--- src/rtl/rom_access_arbiter_if.sv ---
`default_nettype none
// ============================================================================
// Module      : rom_access_arbiter_if
// Description : Bundle of the requester handshake and ROM bus signals used
//               by rom_access_arbiter.
//               slave  : arbiter view (drives ACKs, RDATA, BUSY, ROM_*)
//               master : environment view (drives REQs, ADDRs, ROM_DATA)
//               Signals:
//                 REQ0/ADDR0, REQ1/ADDR1 : requester read requests
//                 ACK0/ACK1, RDATA       : one-cycle ack with read data
//                 BUSY                   : arbiter not idle
//                 ROM_ADDR, ROM_CS (active-low), ROM_OE, ROM_DATA : ROM bus
// Revision    : 1.0 - initial release
// ============================================================================
interface rom_access_arbiter_if #(
    parameter int WIDTH = 8,
    parameter int DEPTH = 5
);
    logic             REQ0;
    logic [DEPTH-1:0] ADDR0;
    logic             REQ1;
    logic [DEPTH-1:0] ADDR1;
    logic             ACK0;
    logic             ACK1;
    logic [WIDTH-1:0] RDATA;
    logic             BUSY;
    logic [DEPTH-1:0] ROM_ADDR;
    logic             ROM_CS;
    logic             ROM_OE;
    logic [WIDTH-1:0] ROM_DATA;

    modport slave (
        input  REQ0, ADDR0, REQ1, ADDR1, ROM_DATA,
        output ACK0, ACK1, RDATA, BUSY, ROM_ADDR, ROM_CS, ROM_OE
    );

    modport master (
        output REQ0, ADDR0, REQ1, ADDR1, ROM_DATA,
        input  ACK0, ACK1, RDATA, BUSY, ROM_ADDR, ROM_CS, ROM_OE
    );
endinterface
`default_nettype wire

--- src/rtl/rom_access_arbiter.sv ---
`default_nettype none
// ============================================================================
// Module      : rom_access_arbiter
// Description : Round-robin arbiter sharing one asynchronous-read ROM between
//               two requesters. Sequences the ROM chip select, output enable
//               and address, registers the returned word and acknowledges the
//               granted requester with a one-cycle pulse.
//               Ports:
//                 CLK : system clock, rising edge
//                 RST : asynchronous active-high reset
//                 bus : rom_access_arbiter_if.slave (requesters + ROM bus)
//               Parameters:
//                 WIDTH       : ROM word width
//                 DEPTH       : ROM address width
//                 WAIT_STATES : extra CS/OE cycles before sampling (0..15)
// Revision    : 1.0 - initial release
// ============================================================================
module rom_access_arbiter #(
    parameter int WIDTH       = 8,
    parameter int DEPTH       = 5,
    parameter int WAIT_STATES = 0
) (
    input  wire logic             CLK,
    input  wire logic             RST,
    rom_access_arbiter_if.slave   bus
);

    generate
        if (WAIT_STATES < 0 || WAIT_STATES > 15) begin : g_bad_wait_states
            $error("rom_access_arbiter: WAIT_STATES must be in 0..15");
        end
    endgenerate

    localparam logic [3:0] C_WAIT = 4'(WAIT_STATES);

    typedef enum logic [1:0] {
        ST_IDLE   = 2'd0,
        ST_ACCESS = 2'd1,
        ST_DONE   = 2'd2
    } state_t;

    state_t             r_state;
    state_t             w_state;
    logic [DEPTH-1:0]   r_addr,  w_addr;
    logic               r_cs,    w_cs;
    logic               r_oe,    w_oe;
    logic [WIDTH-1:0]   r_rdata, w_rdata;
    logic               r_ack0,  w_ack0;
    logic               r_ack1,  w_ack1;
    logic               r_busy,  w_busy;
    logic [3:0]         r_cnt,   w_cnt;
    logic               r_last,  w_last;   // id of the most recently served requester
    logic               r_gid,   w_gid;    // id of the requester owning the current access
    logic               w_grant;

    // ------------------------------------------------------------------------
    // State register (all outputs are registered here as well)
    // ------------------------------------------------------------------------
    always_ff @(posedge CLK or posedge RST) begin
        if (RST) begin
            r_state <= ST_IDLE;
            r_addr  <= '0;
            r_cs    <= 1'b1;
            r_oe    <= 1'b0;
            r_rdata <= '0;
            r_ack0  <= 1'b0;
            r_ack1  <= 1'b0;
            r_busy  <= 1'b0;
            r_cnt   <= 4'd0;
            r_last  <= 1'b1;   // so requester 0 wins the first tie
            r_gid   <= 1'b0;
        end else begin
            r_state <= w_state;
            r_addr  <= w_addr;
            r_cs    <= w_cs;
            r_oe    <= w_oe;
            r_rdata <= w_rdata;
            r_ack0  <= w_ack0;
            r_ack1  <= w_ack1;
            r_busy  <= w_busy;
            r_cnt   <= w_cnt;
            r_last  <= w_last;
            r_gid   <= w_gid;
        end
    end

    // ------------------------------------------------------------------------
    // Next-state and next-output logic
    // ------------------------------------------------------------------------
    always_comb begin
        w_state = r_state;
        w_addr  = r_addr;
        w_cs    = r_cs;
        w_oe    = r_oe;
        w_rdata = r_rdata;
        w_ack0  = 1'b0;    // acknowledges are single-cycle pulses
        w_ack1  = 1'b0;
        w_cnt   = r_cnt;
        w_last  = r_last;
        w_gid   = r_gid;
        // Single requester wins outright; on a tie the one not served last wins.
        w_grant = (bus.REQ0 && bus.REQ1) ? ~r_last : bus.REQ1;

        case (r_state)
            ST_IDLE: begin
                w_cs = 1'b1;
                w_oe = 1'b0;
                if (bus.REQ0 || bus.REQ1) begin
                    w_gid   = w_grant;
                    w_addr  = w_grant ? bus.ADDR1 : bus.ADDR0;
                    w_cs    = 1'b0;
                    w_oe    = 1'b1;
                    w_cnt   = C_WAIT;
                    w_state = ST_ACCESS;
                end
            end

            ST_ACCESS: begin
                if (r_cnt != 4'd0) begin
                    w_cnt = r_cnt - 4'd1;
                end else begin
                    w_rdata = bus.ROM_DATA;
                    w_cs    = 1'b1;
                    w_oe    = 1'b0;
                    w_ack0  = ~r_gid;
                    w_ack1  = r_gid;
                    w_last  = r_gid;
                    w_state = ST_DONE;
                end
            end

            ST_DONE: begin
                // No arbitration here: gives the requester one cycle to drop
                // or renew REQ before IDLE looks at it again.
                w_state = ST_IDLE;
            end

            default: begin
                w_cs    = 1'b1;
                w_oe    = 1'b0;
                w_state = ST_IDLE;
            end
        endcase

        w_busy = (w_state != ST_IDLE);
    end

    assign bus.ACK0     = r_ack0;
    assign bus.ACK1     = r_ack1;
    assign bus.RDATA    = r_rdata;
    assign bus.BUSY     = r_busy;
    assign bus.ROM_ADDR = r_addr;
    assign bus.ROM_CS   = r_cs;
    assign bus.ROM_OE   = r_oe;

endmodule
`default_nettype wire

--- src/flat_wrapper.sv ---
// flat-port wrapper written by rule: the top's interface ports become plain ports
module rom_access_arbiter_flat 
#(
    parameter int WIDTH       = 8,
    parameter int DEPTH       = 5,
    parameter int WAIT_STATES = 0
)
  (CLK, RST, bus_REQ0, bus_ADDR0, bus_REQ1, bus_ADDR1, bus_ROM_DATA, bus_ACK0, bus_ACK1, bus_RDATA, bus_BUSY, bus_ROM_ADDR, bus_ROM_CS, bus_ROM_OE);
  rom_access_arbiter_if #(.WIDTH(WIDTH), .DEPTH(DEPTH)) bus_i ();
  input  wire logic CLK;
  input  wire logic RST;
  input wire logic [$bits(bus_i.REQ0)-1:0] bus_REQ0;
  input wire logic [$bits(bus_i.ADDR0)-1:0] bus_ADDR0;
  input wire logic [$bits(bus_i.REQ1)-1:0] bus_REQ1;
  input wire logic [$bits(bus_i.ADDR1)-1:0] bus_ADDR1;
  input wire logic [$bits(bus_i.ROM_DATA)-1:0] bus_ROM_DATA;
  output wire logic [$bits(bus_i.ACK0)-1:0] bus_ACK0;
  output wire logic [$bits(bus_i.ACK1)-1:0] bus_ACK1;
  output wire logic [$bits(bus_i.RDATA)-1:0] bus_RDATA;
  output wire logic [$bits(bus_i.BUSY)-1:0] bus_BUSY;
  output wire logic [$bits(bus_i.ROM_ADDR)-1:0] bus_ROM_ADDR;
  output wire logic [$bits(bus_i.ROM_CS)-1:0] bus_ROM_CS;
  output wire logic [$bits(bus_i.ROM_OE)-1:0] bus_ROM_OE;
  assign bus_i.REQ0 = bus_REQ0;
  assign bus_i.ADDR0 = bus_ADDR0;
  assign bus_i.REQ1 = bus_REQ1;
  assign bus_i.ADDR1 = bus_ADDR1;
  assign bus_i.ROM_DATA = bus_ROM_DATA;
  assign bus_ACK0 = bus_i.ACK0;
  assign bus_ACK1 = bus_i.ACK1;
  assign bus_RDATA = bus_i.RDATA;
  assign bus_BUSY = bus_i.BUSY;
  assign bus_ROM_ADDR = bus_i.ROM_ADDR;
  assign bus_ROM_CS = bus_i.ROM_CS;
  assign bus_ROM_OE = bus_i.ROM_OE;
  rom_access_arbiter #(.WIDTH(WIDTH), .DEPTH(DEPTH), .WAIT_STATES(WAIT_STATES)) u_core (.CLK(CLK), .RST(RST), .bus(bus_i));
endmodule
--- config.mk ---
export PLATFORM = sky130hd
export DESIGN_NAME = rom_access_arbiter_flat
export DESIGN_NICKNAME = d
export VERILOG_FILES = /design/src/rtl/rom_access_arbiter_if.sv /design/src/rtl/rom_access_arbiter.sv /design/src/flat_wrapper.sv
export SDC_FILE = /design/constraint.sdc
export NUM_CORES = 1
export LEC_CHECK = 0
export ABC_AREA = 1
export CAP_MARGIN = 20
export CORE_MARGIN = 2
export CORE_UTILIZATION = 40
export DETAILED_ROUTE_END_ITERATION = 10
export PLACE_DENSITY_LB_ADDON = 0.15
export SYNTH_ARGS = -nofsm -noshare
export SYNTH_HDL_FRONTEND = slang
export SYNTH_SLANG_ARGS = --single-unit
--- constraint.sdc ---
create_clock -name CLK -period 2.2 [get_ports CLK]
set_input_delay 0.22 -clock CLK [delete_from_list [all_inputs] [get_ports CLK]]
set_output_delay 0.22 -clock CLK [all_outputs]
set_load 0.005 [all_outputs]
==> metrics.yaml, run 1 <==
run_status:
  status: "completed"
place:
  io_buffers: 39
  gp_congestion: 0.722
  post-place-ws_ns: 0.546
  dp_hpwl_um: 1780
sta:
  holdWs_ns: 0.247
  final.setup.worst_slack_ns: 0.602
  rsz0062_at_grt: "no"
  timing.setup.tns_ns: 0
  fin_crit_ns: 1.60
  tightestPinTransition_ns: 0.626
  slew_viol_final: 0
  timing.final.crit_share: 0.726
  max_freq_mhz: 626
  hold_viol: 0
  setup_viol: 0
  clock_skew_ns: 0.00195
  slew_headroom: 0.583
finish:
  fin_nets: 202
  layout-drive-gt1-share: 0.0909
  final_common_cell: "nand2_1"
  diodes: 0
  seqCellArea_sq_um: 653
  multiInputGateArea_sq_um: 420
  syn_to_final_growth_pct: 37.4
  nFillCells: 256
  layout_common_cells: "57 x nand2_1, 39 x clkdlybuf4s50_1, 24 x dfrtp_1"
route:
  vias_per_cell: 4.60
  wire_per_inst_um: 11.1
  via_count: 952
  drt_iter0_markers: 25
  wirelength_um: 2300
  drc_errors: 0
  drt_pass1_iterations: 4
  detail-route-antenna-nets: 0
cts:
  clk_latency_ns: 0.31
  htree_levels: 1
  post_cts_buffers: 0
  cts_tree: "built"
  hold_buffers: 0
  clkSlewWorstSetupHoldPaths_ns: 0.13
  cts_buffers: 3
  clock-sinks: 26
  cts_resized: 0
  clockBufferDepth: 2
  root_buffer: "clkbuf_4"
logic_synthesis:
  ys_warn_count: 0
  synthXorXnorAreaFrac: 0.00752
  synthMuxAreaShare: 0
  synthAdderAreaFrac: 0.0215
  synthSimpleGateAreaFrac: 0.301
  synth_top_family_by_area: "simple AND/OR/NAND/NOR gates"
  yosys_register_bits: 26
  yosysSeqAreaShare: 0.561
  synth_cell_types: 20
  synth_area_per_cell_sq_um: 8.57
  synth_compound_area_frac: 0.0311
  netlist_instances: 136
  synth_fp_nets: 160
  syn_area_sq_mm: 0.00116
critical_path:
  cp_slowest_stage_delay_ns: 0.39
  cp_slowest_cell: "dfrtp_1"
  r2r_setup_slack_ns: 0.60
  critical_path_class: "flop to flop"
  required_ns: 2.44
  cp_common_cell: "inv_1"
  path_cells: "inv_1 > ha_1 > nand3_2 > inv_1 > nand2_1 > o21ai_0"
  critPathMaxFanout: 11
  crit_path_start_kind: "flop"
  cp.arrival_ns: 1.84
  end_kind: "flop"
floorplan:
  die_x_um: 58.0
  rows: 19
  start_util: 0.422
  die_h_um: 58.0
  ios: 40
  core_area_sq_mm: 0.00276
  die-area_sq_mm: 0.00336
power:
  p_total_mw: 2.06
  clockPowerShare: 0.095
  p_int_mw: 1.28
  ir_drop_uv: 739
  combPwrFrac: 0.498
  switching_share: 0.376
  p_per_area_mw_per_mm2: 1290
  pwr-share-seq: 0.406
  leakagePower_nw: 0.827
  p_sw_mw: 0.774
grt:
  grt_pass1_vias: 952
  grt_pass1_wl_um: 3970
  grt_max_degree: 27
  antenna_found_initial: 0
  grt_overflow: 0
  grt_usage: 0.156
worst_hold_path:
  hold_path_class: "input port to asynchronous set/reset pin"
run:
  max_cap_violations: 0
-- per-layer routing --
layer | vias up | GRT usage | share of wire | wire [um]
met2 | 33 | 0.239 | 0.46 | 1060
met3 | 4 | 0.0379 | 0.072 | 166
met1 | 425 | 0.207 | 0.46 | 1050
met5 | - | 0 | 0 | 0
li1 | 490 | - | - | -
met4 | 0 | 0.0764 | 0.013 | 31
-- synth_stat cells --
master,n,area [sq um]
a21oi_1,1,5.00
buf_2,1,5.00
buf_4,1,7.51
buf_6,1,11.3
dfrtp_1,24,601
dfstp_2,2,52.6
ha_1,2,25.0
inv_1,18,67.6
nand2_1,57,214
nand2_2,1,6.26
nand2_4,1,11.3
nand3_1,9,45.0
nand3_2,2,20.0
nor2_1,3,11.3
nor2_4,1,11.3
o21ai_0,4,20.0
o21ai_1,1,5.00
o22ai_1,1,6.26
or2_2,5,31.3
xor2_1,1,8.76
-- registers in the layout, summed over array words and instances, names as in the netlist --
register,cells
u_core.bus.BUSY,1
u_core.r_state,2
u_core.r_last,1
u_core.bus.ACK0,1
u_core.bus.ACK1,1
u_core.r_gid,1
u_core.bus.ROM_CS,1
u_core.bus.ROM_OE,1
u_core.r_cnt,4
u_core.bus.RDATA,8
u_core.bus.ROM_ADDR,5
-- worst paths after layout --
check                           cells past startpoint                         endpoint                        start
worst max-delay path                                6        u_core.r_last$_DFFE_PP1P_  u_core.r_cnt[0]$_DFFE_PP0P_
worst min-delay path                                3  u_core.bus.RDATA[3]$_DFFE_PP0P_                          RST
worst max register to register                      6        u_core.r_last$_DFFE_PP1P_  u_core.r_cnt[0]$_DFFE_PP0P_
worst min register to register                      1        u_core.bus.ACK0$_DFF_PP0_     u_core.r_gid$_DFFE_PP0P_
max in group asynchronous                           3        u_core.r_last$_DFFE_PP1P_                          RST
min in group CLK                                    3  u_core.bus.RDATA[3]$_DFFE_PP0P_              bus_ROM_DATA[3]
-- through the flow --
step                cell area [sq um]  instances  utilization
global route                     1600        207        0.580
finish                           1600        207        0.580
CTS                              1600        207        0.580
floorplan                        1160        136            -
detailed placement               1580        204        0.572
global placement                 1580        204        0.572
-- logic make-up (layout without fill, tap and decap cells) --
| family | Yosys count | in the layout |
|---|---|---|
| and+or+nand+nor | 79 | 79 |
| DFF | 26 | 26 |
| buffers and inverters | 21 | 61 |
| AOI/OAI and AO/OA | 7 | 7 |
| adders and majority gates | 2 | 2 |
| xor gates and xnor gates | 1 | 1 |
-- layout make-up --
| type | instances | area share |
|---|---|---|
| inverter | 18 | 0.0422 |
| tap | 31 | 0.0242 |
| timing repair buffer | 40 | 0.249 |
| clock buffer | 3 | 0.0141 |
| sequential | 26 | 0.408 |
| multi-input combinational | 89 | 0.263 |
-- power by group through the flow --
| stage | Sequential (mW) | Combinational, mW | Clock, mW |
|---|---|---|---|
| 5_1_grt | 0.867 | 1.17 | 0.226 |
| 2_1_floorplan | 0.845 | 0.590 | 0 |
| 3_5_place_dp | 0.847 | 1.04 | 0 |
| 6_report | 0.836 | 1.03 | 0.196 |
| 3_3_place_gp | 0.842 | 1.01 | 0 |
| 4_1_cts | 0.839 | 1.04 | 0.204 |
-- worst max-delay path: cells and delay by family, from the launching register on --
kind	cells	cell delay, ns
compound gates	1	0.11
fa+ha+maj	1	0.20
flops	1	0.39
buf+inv	2	0.45
simple gates	2	0.36
Note: power is estimated with default switching activity, not from simulation.
==> run 2, diff against run 1 <==
Clock period 2.2 ns to 1.6 ns, I/O delays scaled along.
==> metrics.yaml, run 2 (synthesis results as in run 1) <==
run_status:
  status: "completed"
sta:
  tightestPinTransition_ns: 0.327
  fin_crit_ns: 1.52
  setup_viol: 0
  final.setup.worst_slack_ns: 0.0827
  timing.final.crit_share: 0.948
  clock_skew_ns: 0.00539
  slew_viol_final: 0
  max_freq_mhz: 659
  timing.setup.tns_ns: 0
  hold_viol: 0
  rsz0062_at_grt: "no"
  slew_headroom: 0.781
route:
  drt_pass1_iterations: 3
  vias_per_cell: 4.59
  via_count: 964
  wirelength_um: 2330
  detail-route-antenna-nets: 0
  drc_errors: 0
  wire_per_inst_um: 11.1
  drt_iter0_markers: 22
critical_path:
  worstPathBufferInverterCount: 1
  critical_path_class: "flop to output pin"
  path_cells: "clkdlybuf4s50_1"
  crit_path_start_kind: "flop"
  critPathMaxFanout: 2
  crit_family: "flip-flops"
  end_kind: "output pin"
  required_ns: 1.44
  cp_slowest_cell: "dfstp_2"
  cp_slowest_stage_delay_ns: 0.55
  cp.arrival_ns: 1.36
floorplan:
  rows: 19
  ios: 40
  die_x_um: 58.0
  die-area_sq_mm: 0.00336
  core_area_sq_mm: 0.00276
  die_h_um: 58.0
  start_util: 0.422
finish:
  final_common_cell: "nand2_1"
  nFillCells: 252
  fin_nets: 204
  diodes: 0
  layout_common_cells: "57 x nand2_1, 39 x clkdlybuf4s50_1, 24 x dfrtp_1"
  syn_to_final_growth_pct: 41.2
  largest_reg_flops: 8
  layout-drive-gt1-share: 0.106
cts:
  clock-sinks: 26
  hold_buffers: 0
  clockBufferDepth: 2
  root_buffer: "clkbuf_4"
  htree_levels: 1
  cts_resized: 0
  cts_tree: "built"
  post_cts_buffers: 0
  clkSlewWorstSetupHoldPaths_ns: 0.14
  cts_buffers: 3
  clk_latency_ns: 0.32
place:
  gp_congestion: 0.730
  dp_hpwl_um: 1740
  post-place-ws_ns: 0.185
  io_buffers: 39
worst_hold_path:
  hold_path_class: "input port to asynchronous set/reset pin"
grt:
  antenna_found_initial: 0
  grt_pass1_vias: 991
  grt_max_degree: 27
  grt_pass1_wl_um: 4190
  grt_usage: 0.162
  grt_overflow: 0
run:
  max_cap_violations: 0
power:
  ir_drop_uv: 926
  p_per_area_mw_per_mm2: 1850
  leakagePower_nw: 0.850
-- run 2: power breakdown --
group / leakage [nW] / internal, mW / total [mW] / switching [mW]
clock: 0.0279 / 0.253 / 0.445 / 0.192
combinational: 0.503 / 0.718 / 1.44 / 0.723
sequential: 0.319 / 0.981 / 1.15 / 0.170
total: 0.850 / 1.95 / 3.04 / 1.09
-- run 2: worst paths after layout --
kind                                                     from                              end  slack [ns]  cells after the start
worst max-delay path            u_core.bus.ROM_CS$_DFFE_PP1P_                       bus_ROM_CS        0.08                      1
worst min-delay path                                      RST  u_core.bus.RDATA[3]$_DFFE_PP0P_        0.18                      3
worst max register to register    u_core.r_cnt[0]$_DFFE_PP0P_        u_core.r_last$_DFFE_PP1P_        0.26                      6
worst min register to register       u_core.r_gid$_DFFE_PP0P_        u_core.bus.ACK0$_DFF_PP0_        0.48                      1
max in group asynchronous                                 RST    u_core.bus.ROM_CS$_DFFE_PP1P_        1.12                      3
min in group CLK                              bus_ROM_DATA[3]  u_core.bus.RDATA[3]$_DFFE_PP0P_        0.36                      3
-- run 2: through the flow --
| stage | cells | util | cell area, sq um | hold slack, ns | total power [mW] |
|---|---|---|---|---|---|
| after floorplan | 136 | - | 1160 | 0.199 | 1.97 |
| after global placement | 206 | 0.578 | 1590 | 0.460 | 2.58 |
| after detailed placement | 206 | 0.578 | 1590 | 0.460 | 2.62 |
| after CTS | 210 | 0.597 | 1650 | 0.188 | 3.08 |
| after global routing | 210 | 0.597 | 1650 | 0.194 | 3.32 |
| final | 210 | 0.597 | 1650 | 0.182 | 3.04 |
-- run 2: area by class of cell --
type	count	area, sq um	area share
clock inverter	1	30.0	0.0183
multi-input combinational	89	420	0.256
inverter	18	67.6	0.0411
sequential	26	653	0.397
clock buffer	3	22.5	0.0137
timing repair buffer	42	413	0.251
tap	31	38.8	0.0236
-- run 2: layer usage --
metal | routed length [um] | vias to the layer above | GRT usage
met2 | 1140 | 25 | 0.279
met3 | 107 | 4 | 0.0313
li1 | - | 494 | -
met4 | 42 | 0 | 0.0797
met5 | 0 | - | 0
met1 | 1040 | 441 | 0.194
==> edit (settings of run 2) <==
Re-encode `state_t` (3 states) as one-hot, 3 bits wide.
--- a/src/rtl/rom_access_arbiter.sv
+++ b/src/rtl/rom_access_arbiter.sv
@@ -33,10 +33,10 @@
 
     localparam logic [3:0] C_WAIT = 4'(WAIT_STATES);
 
-    typedef enum logic [1:0] {
-        ST_IDLE   = 2'd0,
-        ST_ACCESS = 2'd1,
-        ST_DONE   = 2'd2
+    typedef enum logic [2:0] {
+        ST_IDLE   = 3'b001,
+        ST_ACCESS = 3'b010,
+        ST_DONE   = 3'b100
     } state_t;
 
     state_t             r_state;
Function: no difference found for any inputs over 10 cycles, from zero or initial values and one cycle with RST high; not proved beyond that.
==> edit against run 2 <==
- the run now ends with design-rule violations left
- largest cell class unchanged
- core utilization fell by 0.52 points
- sequential cell count rose by 1
- setup slack improved by 0.0045 ns
- die area rose by 3.1%
- count of clock-buffer cells in the layout rose by 1
- routed wire length rose by 9.3%
- area after synthesis rose by 3.3%
- total power fell by 11%
- final area rose by 0.84%
==> edit: results <==
{
  "p_int_uw": 1732,
  "leakagePower_uw": 0.0008720,
  "via_per_inst": 4.680,
  "instances_no_fill": 222,
  "grt_pass1_vias": 1096,
  "dp_slack_ns": 0.1277,
  "gr-usage-all-layers_pct": 16.40,
  "ys_warn_count": 0,
  "placed_area_sq_mm": 0.001633,
  "dr.pass1.iters": 7,
  "gp_congestion": 0.6916,
  "clk_pin_slew_ns": 0.14,
  "synth_common_cells": "nand2_1 (76), dfrtp_1 (24), inv_1 (12)",
  "synth.area.top_cells": "dfrtp_1 (50%), nand2_1 (24%), dfstp_2 (6.5%)",
  "routedWlPerCell_um": 11.47,
  "portBuffers": 39,
  "clock_path_buffers": 2,
  "hpwl_um": 1994,
  "multiInputGateArea_sq_um": 447.9,
  "num-fill-cells": 263,
  "vdd_ir_drop_max_v": 0.0008556,
  "cpPeakStageDelay_ns": 0.55,
  "tightest_slew_ns": 0.3344,
  "antenna_found_initial": 0,
  "clock_skew_ns": 0.008625,
  "drive_gt1_share_pct": 8.901,
  "grt_pass1_wl_um": 4333,
  "drc": 1,
  "cts_resized": 0,
  "dr.first_iter.drc_count": 34,
  "status": "complete, but fails checks",
  "path_max_fanout": 2,
  "min_path_type": "input pin to async pin",
  "ys_types": 17,
  "grt_max_degree": 28,
  "async_flop_share_pct": 100.0,
  "synth_nets": 171,
  "seq_area_frac_synth_pct": 56.44,
  "postSynthCellCount": 147,
  "htree_levels": 1,
  "violations": "design-rule violations"
}
## edit: changes by cell type after synthesis, sizes merged, moves of 3 or more
cell / run 2 / this run
inv: 18 / 13
o21ai: 5 / 2
nand2: 59 / 78
or2: 5 / 0
nor2: 4 / 10
## edit: power groups by stage
stage	clock network [uW]	logic [uW]	registers (uW)
global route	331	1420	1220
CTS	304	1270	1180
floorplan	0	679	1180
finish	291	1250	1180
global placement	0	1230	1190
detailed placement	0	1260	1190
## edit: path summary, 6_finish.rpt
path,from,to,slack [ns],cells after the start
max,u_core.bus.ROM_CS,bus_ROM_CS,0.09,1
min,RST,u_core.bus.ROM_OE,0.18,3
max reg2reg,u_core.r_cnt[0],u_core.r_last,0.13,7
max in group asynchronous,RST,u_core.r_last,1.12,3
min reg2reg,u_core.bus.ROM_CS,u_core.bus.ROM_CS,0.47,2
min in group CLK,bus_ROM_DATA[7],u_core.bus.RDATA[7],0.36,3
## edit: per-layer routing
layer  up-vias  share of wire, %  wire [um]  track usage [%]
met3         2               5.0        128            4.615
met5         -                 0          0                0
li1        532                 -          -                -
met2        28                51       1298            28.10
met4         0              0.67         17            7.468
met1       477                43       1102            18.90
## edit: area by class of cell
type | count | area share, %
repair buffers | 42 | 24.89
multi-input cells | 104 | 27.00
well taps | 31 | 2.338
inverters | 14 | 3.243
clock buffers | 4 | 1.584
flip-flops and latches | 27 | 40.95
## edit: kinds of logic (layout without fill, tap and decap cells)
| family | after synthesis | in the layout | synth area share (%) |
|---|---|---|---|
| AO/OA/AOI/OAI | 2 | 2 | 0.8308 |
| XOR/XNOR | 1 | 1 | 0.7278 |
| adder cells (fa/ha/maj) | 2 | 2 | 2.079 |
| buffers and inverters | 16 | 60 | 6.340 |
| flip-flops | 27 | 27 | 56.45 |
| AND/OR/NAND/NOR | 99 | 99 | 33.58 |
